==> config.mk <==
export PLATFORM = sky130hd
export DESIGN_NAME = ps2_scan_rx
export DESIGN_NICKNAME = d
export VERILOG_FILES = /design/src/rtl/ps2_pkg.sv /design/src/rtl/ps2_line_filter.sv /design/src/rtl/ps2_scan_rx.sv
export SDC_FILE = /design/constraint.sdc
export NUM_CORES = 1
export LEC_CHECK = 0
export CAP_MARGIN = 20
export CORE_ASPECT_RATIO = 0.6
export CORE_MARGIN = 2
export CORE_UTILIZATION = 55
export DETAILED_ROUTE_END_ITERATION = 6
export PLACE_DENSITY = 0.83
export SLEW_MARGIN = 20
export SYNTH_ARGS = -nofsm -noshare
export SYNTH_HDL_FRONTEND = slang
export SYNTH_HIERARCHICAL = 1
export SYNTH_SLANG_ARGS = --single-unit
==> constraint.sdc <==
create_clock -name i_clk -period 3 [get_ports i_clk]
set_clock_uncertainty 0.15 [all_clocks]
set_input_delay 0.45 -clock i_clk [delete_from_list [all_inputs] [get_ports i_clk]]
set_output_delay 0.45 -clock i_clk [all_outputs]
set_load 0.02 [all_outputs]
==> src/rtl/ps2_pkg.sv <==
// Shared PS/2 receive types, prefix bytes and game scan codes.
// Used by ps2_scan_rx and the downstream keyboard command decoder.
package ps2_pkg;

  typedef enum logic [1:0] {
    IDLE,
    DATA,
    PARITY,
    STOP
  } ps2_state_t;

  localparam logic [7:0] PS2_PREFIX_EXT = 8'hE0;
  localparam logic [7:0] PS2_PREFIX_BRK = 8'hF0;

  localparam logic [7:0] KEY_A     = 8'h1C;
  localparam logic [7:0] KEY_D     = 8'h23;
  localparam logic [7:0] KEY_SPACE = 8'h29;

  // Odd parity over data plus parity bit.
  function automatic logic ps2_parity_ok(
    input logic [7:0] data,
    input logic       par
  );
    return ^{data, par};
  endfunction

endpackage

==> src/rtl/ps2_line_filter.sv <==
// Synchronizer, FILTER_LEN-sample glitch filter and falling-edge strobe
// for one asynchronous PS/2 line that idles high.
module ps2_line_filter #(
  parameter int SYNC_STAGES = 2,
  parameter int FILTER_LEN  = 8
) (
  input  logic i_clk,
  input  logic i_rst,
  input  logic i_line,
  output logic o_level,
  output logic o_fall
);

  localparam int CW = $clog2(FILTER_LEN + 1);

  logic [SYNC_STAGES-1:0] sync;
  logic [CW-1:0]          cnt;
  logic                   line_s;

  assign line_s = sync[SYNC_STAGES-1];

  // o_fall pulses in the same cycle o_level drops.
  always_ff @(posedge i_clk or posedge i_rst) begin
    if (i_rst) begin
      sync    <= '1;
      cnt     <= '0;
      o_level <= 1'b1;
      o_fall  <= 1'b0;
    end else begin
      sync   <= {sync[SYNC_STAGES-2:0], i_line};
      o_fall <= 1'b0;
      if (line_s == o_level) begin
        cnt <= '0;
      end else if (cnt == CW'(FILTER_LEN - 1)) begin
        cnt     <= '0;
        o_level <= line_s;
        o_fall  <= ~line_s;
      end else begin
        cnt <= cnt + 1'b1;
      end
    end
  end

endmodule

==> src/rtl/ps2_scan_rx.sv <==
// PS/2 frame receiver with E0/F0 prefix stripping, all in the i_clk domain.
// Define PS2_TYPEMATIC_FILTER_EN to suppress repeated identical make codes.
module ps2_scan_rx
  import ps2_pkg::*;
#(
  parameter int SYNC_STAGES = 2,
  parameter int FILTER_LEN  = 8,
  parameter int TIMEOUT_CYC = 200000
) (
  input  logic       i_clk,
  input  logic       i_rst,
  input  logic       i_ps2_clk,
  input  logic       i_ps2_data,
  output logic [7:0] o_scan_code,
  output logic       o_scan_valid,
  output logic       o_break,
  output logic       o_extended,
  output logic       o_frame_err,
  output logic       o_busy
);

  localparam int TW = $clog2(TIMEOUT_CYC + 1);

  ps2_state_t             state;
  logic [SYNC_STAGES-1:0] dsync;
  logic                   data_s;
  logic                   clk_lvl;
  logic                   fall;
  logic [2:0]             bit_cnt;
  logic [7:0]             shreg;
  logic                   par_bit;
  logic [TW-1:0]          tcnt;
  logic                   ext_f;
  logic                   brk_f;
  logic                   frame_ok;
  logic                   is_pfx;
  logic                   make_evt;
  logic                   brk_evt;
  logic                   rpt;
  logic                   timeout;

  ps2_line_filter #(
    .SYNC_STAGES (SYNC_STAGES),
    .FILTER_LEN  (FILTER_LEN)
  ) u_clk_filt (
    .i_clk   (i_clk),
    .i_rst   (i_rst),
    .i_line  (i_ps2_clk),
    .o_level (clk_lvl),
    .o_fall  (fall)
  );

  always_ff @(posedge i_clk or posedge i_rst) begin
    if (i_rst) dsync <= '1;
    else       dsync <= {dsync[SYNC_STAGES-2:0], i_ps2_data};
  end

  assign data_s   = dsync[SYNC_STAGES-1];
  assign frame_ok = fall && (state == STOP) && data_s &&
                    ps2_parity_ok(shreg, par_bit);
  assign is_pfx   = (shreg == PS2_PREFIX_EXT) || (shreg == PS2_PREFIX_BRK);
  assign make_evt = frame_ok && !is_pfx && !brk_f;
  assign brk_evt  = frame_ok && !is_pfx && brk_f;
  assign timeout  = (state != IDLE) && !fall && (tcnt == TW'(TIMEOUT_CYC));
  assign o_busy   = (state != IDLE);

`ifdef PS2_TYPEMATIC_FILTER_EN
  logic [7:0] trk_code;
  logic       trk_ext;
  logic       trk_vld;

  assign rpt = trk_vld && (trk_code == shreg) && (trk_ext == ext_f);

  always_ff @(posedge i_clk or posedge i_rst) begin
    if (i_rst) begin
      trk_code <= '0;
      trk_ext  <= 1'b0;
      trk_vld  <= 1'b0;
    end else if (brk_evt) begin
      trk_vld <= 1'b0;
    end else if (make_evt) begin
      trk_code <= shreg;
      trk_ext  <= ext_f;
      trk_vld  <= 1'b1;
    end
  end
`else
  assign rpt = 1'b0;
`endif

  always_ff @(posedge i_clk or posedge i_rst) begin
    if (i_rst) begin
      state        <= IDLE;
      bit_cnt      <= '0;
      shreg        <= '0;
      par_bit      <= 1'b0;
      tcnt         <= '0;
      ext_f        <= 1'b0;
      brk_f        <= 1'b0;
      o_scan_code  <= '0;
      o_scan_valid <= 1'b0;
      o_break      <= 1'b0;
      o_extended   <= 1'b0;
      o_frame_err  <= 1'b0;
    end else begin
      o_scan_valid <= 1'b0;
      o_frame_err  <= 1'b0;
      if (state == IDLE || fall) tcnt <= '0;
      else                       tcnt <= tcnt + 1'b1;

      if (timeout) begin
        state       <= IDLE;
        o_frame_err <= 1'b1;
        ext_f       <= 1'b0;
        brk_f       <= 1'b0;
      end else if (fall) begin
        unique case (state)
          IDLE: begin
            if (!data_s) begin
              state   <= DATA;
              bit_cnt <= '0;
            end
          end
          DATA: begin
            shreg   <= {data_s, shreg[7:1]};
            bit_cnt <= bit_cnt + 1'b1;
            if (bit_cnt == 3'd7) state <= PARITY;
          end
          PARITY: begin
            par_bit <= data_s;
            state   <= STOP;
          end
          STOP: begin
            state <= IDLE;
            if (!frame_ok) begin
              o_frame_err <= 1'b1;
              ext_f       <= 1'b0;
              brk_f       <= 1'b0;
            end else begin
              unique case (1'b1)
                (shreg == PS2_PREFIX_EXT): ext_f <= 1'b1;
                (shreg == PS2_PREFIX_BRK): brk_f <= 1'b1;
                default: begin
                  ext_f <= 1'b0;
                  brk_f <= 1'b0;
                  if (brk_f || !rpt) begin
                    o_scan_code  <= shreg;
                    o_break      <= brk_f;
                    o_extended   <= ext_f;
                    o_scan_valid <= 1'b1;
                  end
                end
              endcase
            end
          end
          default: state <= IDLE;
        endcase
      end
    end
  end

endmodule
# Word-level counts from Yosys, hierarchy flattened

Index checks and enable logic that the tools add are counted.

Bits of input ports: 4
Register bits after elaboration: 56

Add/subtract/negate cells: 3
Muxes and demuxes: 31
Reductions and logical operators: 22
Bitwise operators: 4
Eq/ne operators: 14

Operator list:

| operator                                                        | count |
|---|---|
| 1-bit 2-to-1 mux                                                | 19 |
| 18-bit by 1-bit adder with 18-bit output, second input constant | 1 |
| 18-bit == test, second input constant                           | 1 |
| 18-bit 2-to-1 mux                                               | 1 |
| 8-bit == test, second input constant                            | 2 |
| 3-bit AND reduction                                             | 5 |
| 3-bit inequality test, second input constant                    | 4 |
| 9-bit XOR reduction                                             | 1 |
| 2-bit 2-to-1 mux                                                | 4 |
| 4-bit 2-to-1 mux                                                | 2 |
| 2-bit case mux with 4 select lines                              | 1 |
| 2-bit nonzero test                                              | 4 |
| 3-bit case mux with 2 select lines                              | 1 |
| 1-bit logical AND                                               | 5 |
| 5-bit AND reduction                                             | 1 |
| 4-bit by 1-bit adder with 4-bit output, second input constant   | 1 |
| 2-bit == test, second input constant                            | 2 |
| 4-bit by 3-bit == test with 1-bit output, second input constant | 1 |
| 1-bit inverter                                                  | 4 |
| 1-bit case mux with 2 select lines                              | 2 |
| 4-bit AND reduction                                             | 1 |
| 3-bit by 1-bit adder with 3-bit output, second input constant   | 1 |
| 3-bit == test, second input constant                            | 1 |
| 3-bit 2-to-1 mux                                                | 1 |
| other kinds (8)                                                 | 8 |

# Longest topological paths before layout

Word-level depth: 8
Gate-level depth with buffers: 8
Depth with buffers taken out: 8

# Hierarchy

The synthesis kept the hierarchy.

Modules (own cells, without submodules):

| module          | sequential area each (µm²) | cells each | area an instance (µm²) | instances |
|---|---|---|---|---|
| ps2_scan_rx     | 1,203.7                    | 283        | 2,710.1                | 1 |
| ps2_line_filter | 203.9                      | 22         | 315.3                  | 1 |

# Worst setup path before layout

OpenSTA, ideal clock, no wires.

Path type: flip-flop to flip-flop
From: register shreg[5]
To: register o_scan_code[7]
Data required time: 2.724 ns
Slack: 0.754 ns
Arrival: 1.970 ns
Stages on the path, launching flop included: 7
Cell sequence: dfrtp_1 > xor2_2 > xnor3_2 > or2_0 > a21oi_2 > o22ai_2 > a221o_1

Cells in the longest elaborated chain, start to end: 4
Elaborated cells on any way between the ends: 7
Those cells by class: eq/ne (2); bitwise (1); reduce/logical (4)

Ends and longest elaborated chain:

| what                              | RTL line                               | text |
|---|---|---|
| from (decl)                       | ps2_scan_rx.sv:30                      | `logic [7:0] shreg;` |
| from (signal assigned)            | ps2_scan_rx.sv:125                     | `shreg <= {data_s, shreg[7:1]};` |
| 8-bit == test (on tied branches)  | ps2_scan_rx.sv:141, ps2_scan_rx.sv:142 |  |
| 2-bit OR reduction (no line)      | n/a                                    |  |
| 1-bit inverter (no line)          | n/a                                    |  |
| 5-bit AND reduction (no line) (*) | n/a                                    |  |
| to (signal assigned)              | ps2_scan_rx.sv:147                     | `o_scan_code <= shreg;` |
| to (decl)                         | ps2_scan_rx.sv:14                      | `output logic [7:0] o_scan_code,` |

Mark *: on every way between the ends. The rest lies on a longest branch, timed or not.
A chain may end at the register's enable or synchronous reset.

# Worst setup path after layout

From: register shreg[7]
To: register o_break

Cells in the longest elaborated chain, start to end: 4
Elaborated cells on any way between the ends: 7
Those cells by class: eq/ne (2); bitwise (1); reduce/logical (4)

Ends and longest elaborated chain:

| what                              | RTL line                               | text |
|---|---|---|
| 8-bit == test (on tied branches)  | ps2_scan_rx.sv:141, ps2_scan_rx.sv:142 |  |
| 2-bit OR reduction (no line)      | n/a                                    |  |
| 1-bit inverter (no line)          | n/a                                    |  |
| 5-bit AND reduction (no line) (*) | n/a                                    |  |
| to (signal assigned)              | ps2_scan_rx.sv:148                     | `o_break <= brk_f;` |
| to (decl)                         | ps2_scan_rx.sv:16                      | `output logic o_break,` |

Marked as above.

==> results.yml <==
outcome:
  status: "finished clean"
layout:
  nNetsFinal: 331
  antenna_cells: 0
  nFillCells: 420
  register_area_mm2: 0.001408
  drive_gt1_share_pct: 10.34
  multiInputGateArea_mm2: 0.001521
  area_delta_synth_final_pct: 9.760
yosys:
  async_flop_share_pct: 100.0
  yosysSeqAreaShare_pct: 46.53
  yosysMostFrequentCell: "dfrtp_1"
  ys_ff_latch: 56
  yosys_warnings: 6
  synthTopCellsByCount: "51 x dfrtp_1, 35 x nand2_1, 31 x nor2_1"
  synthCells: 305
  yosysTopAreaCell: "dfrtp_1"
  synth.area.top_cells: "dfrtp_1 42%, dfstp_2 4.3%, nand2_1 4.3%"
  synth-edff-count: 0
  synth_fp_nets: 318
  yosys_most_used_dff: "dfrtp_1"
  netlist.area_leader.share_pct: 42.18
  synth_cell_types: 56
  syn_area_per_cell_um2: 9.919
  synth_area_mm2: 0.003025
pwr:
  power.total_uw: 1542
  net-switching-power_uw: 448.7
  power.share.clock_pct: 25.4
  ir_drop_uv: 477.3
  switching_share_pct: 29.10
  p_seq_share_pct: 57.5
  p_leak_uw: 0.001504
  internal_power_uw: 1093
  power.density_mw_per_mm2: 464.3
  combPwrFrac_pct: 17.1
routing:
  drt-vias-per-instance: 5.852
  drc: 0
  ant_nets: 0
  wl_per_cell_um: 15.70
  drt_iter0_markers: 128
  vias: 2253
  finalWirelength_mm: 6.043
  drt_pass1_iterations: 4
floorplanning:
  pin_count: 17
  core_area_mm2: 0.005180
  die_area_mm2: 0.006130
  start_util_pct: 58.41
  die_w_um: 99.75
  die_h_um: 61.45
  row_count: 20
sta:
  rsz0062_at_grt: "no"
  fmax_mhz: 385.2
  setup_violations: 0
  tightest_slew_ns: 0.5952
  maxSlewViolCount: 0
  finalCritPeriodShare_pct: 86.55
  finalCriticalPeriod_ns: 2.596
  fin_setup_tns_ns: 0
  max_slew_margin_pct: 60.32
  finalHoldViolCount: 0
  fin_ws_ns: 0.4036
min_path:
  holdPathEnd: "u_clk_filt/sync[1]"
  min_from: "u_clk_filt/sync[0]"
  min_path_type: "flip-flop to flip-flop"
  hold_depth: 0
clock_network:
  clk-insertion-delay-late_ns: 0.30
  ctsResizeCount: 0
  cts.sinks: 56
  post_cts_buffers: 0
  cts_tree: "yes"
  htree_num_levels: 2
  cts_hold_buffers: 0
  clock_path_buffers: 2
  clk_pin_slew_ns: 0.09
  numCtsBuffers: 5
  ctsRootBufferMaster: "clkbuf_8"
global_routing:
  grt_pass1_vias: 2048
  grt_start_max_net_pins: 49
  grt_usage_pct: 22.11
  overflow: 0
  grt_pass1_wl_mm: 10.36
  antenna_found_initial: 0
setup_path:
  criticalPathCategory: "flip-flop to flip-flop"
  ff2ff_setup_slack_ns: 0.40
  r2r_cells: 6
  worstReg2RegStart: "shreg[7]"
  critical_path_arrival_ns: 2.69
  path_cells: "xor2_1, xnor3_2, mux2i_2, a2bb2oi_2, nor2_1, a221o_1"
  cp_slowest_cell: "dfrtp_1"
  r2r_end: "o_break"
  cp_max_fo: 8
  cpPeakStageDelay_ns: 0.54
  startpoint_type: "flip-flop"
  crit_path_end_kind: "flip-flop"
  required_ns: 3.09
placement:
  dp.final_hpwl_mm: 4.428
  place_ws_ns: 0.4429
  gp_congestion: 0.8667
  io_buffers: 16
run:
  max-cap-violations: 0
per-layer routing:
| metal | up-vias | share of wire [%] | track usage (%) |
|---|---|---|---|
| li1 | 1094 | - | - |
| met1 | 1101 | 53 | 35.04 |
| met2 | 52 | 40 | 30.98 |
| met3 | 6 | 5.9 | 4.881 |
| met4 | 0 | 0.78 | 4.892 |
| met5 | - | 0 | 0 |
flip-flops by register name (all words and copies together), names as in the netlist, 2 cells and up:
signal           flops
u_clk_filt/cnt       4
dsync                2
u_clk_filt/sync      2
tcnt                18
bit_cnt              3
o_scan_code          8
state                2
shreg                8
power by group through the flow:
stage,Combinational [uW],Sequential (uW),Clock [uW]
CTS,269,886,405
global placement,261,897,0
floorplan,206,884,0
finish,264,887,391
detailed placement,268,901,0
global route,307,899,439
worst max-delay path, delay by kind of cell (launching register included):
family / cells / cell delay (ns)
xor gates and xnor gates: 2 / 0.77
muxes: 1 / 0.21
DFF: 1 / 0.54
and+or+nand+nor: 1 / 0.45
AOI/OAI and AO/OA: 2 / 0.41
metrics by stage:
stage	util, %	instances	hold slack (ns)	instance area (um2)
global placement	62.54	377	0.1956	3239
floorplan	-	305	0.1135	3025
finish	64.11	385	0.2114	3321
detailed placement	62.54	377	0.1978	3239
CTS	64.11	385	0.2114	3321
global route	64.11	385	0.2174	3321
placed cells by master (no fill, tap or decap), types with 5 or more instances in the layout:
master,instances
mux2_2,8
xnor2_1,10
dfstp_2,5
a21oi_1,15
dfrtp_1,51
nor3_1,6
clkdlybuf4s50_1,16
a211oi_1,5
o21ai_0,7
a221o_1,7
inv_1,11
ha_1,9
nand3_1,12
nand2_1,35
nor2_1,31
xor2_1,12
clkbuf_8,5
nor2b_1,5
and3_1,10
how the worst max path moves through the flow:
stage	startpoint	cells after the start	endpoint
2_1_floorplan	shreg[5]	6	o_scan_code[7]
3_5_place_dp	shreg[7]	6	o_break
4_1_cts	shreg[7]	6	o_break
6_report	shreg[7]	6	o_break
3_3_place_gp	shreg[7]	6	o_scan_code[4]
5_1_grt	shreg[7]	6	o_scan_code[4]
logic make-up (layout without fill, tap and decap cells):
group,after synthesis,in the layout,share of synthesized area (%)
and+or+nand+nor,123,123,20.18
DFF,56,56,46.53
AOI/OAI and AO/OA,54,54,12.36
xor gates and xnor gates,27,27,9.760
buffers and inverters,25,39,3.184
muxes,11,11,4.260
adders and majority gates,9,9,3.722
cell type report:
cell class	instances	share of cell area [%]
Timing Repair Buffer	19	5.501
Tap cell	66	2.487
Clock buffer	7	2.298
Multi-Input combinational cell	224	45.82
Sequential cell	56	42.39
Clock inverter	1	0.1507
Inverter	12	1.356
(Power assumes the default switching activity.)
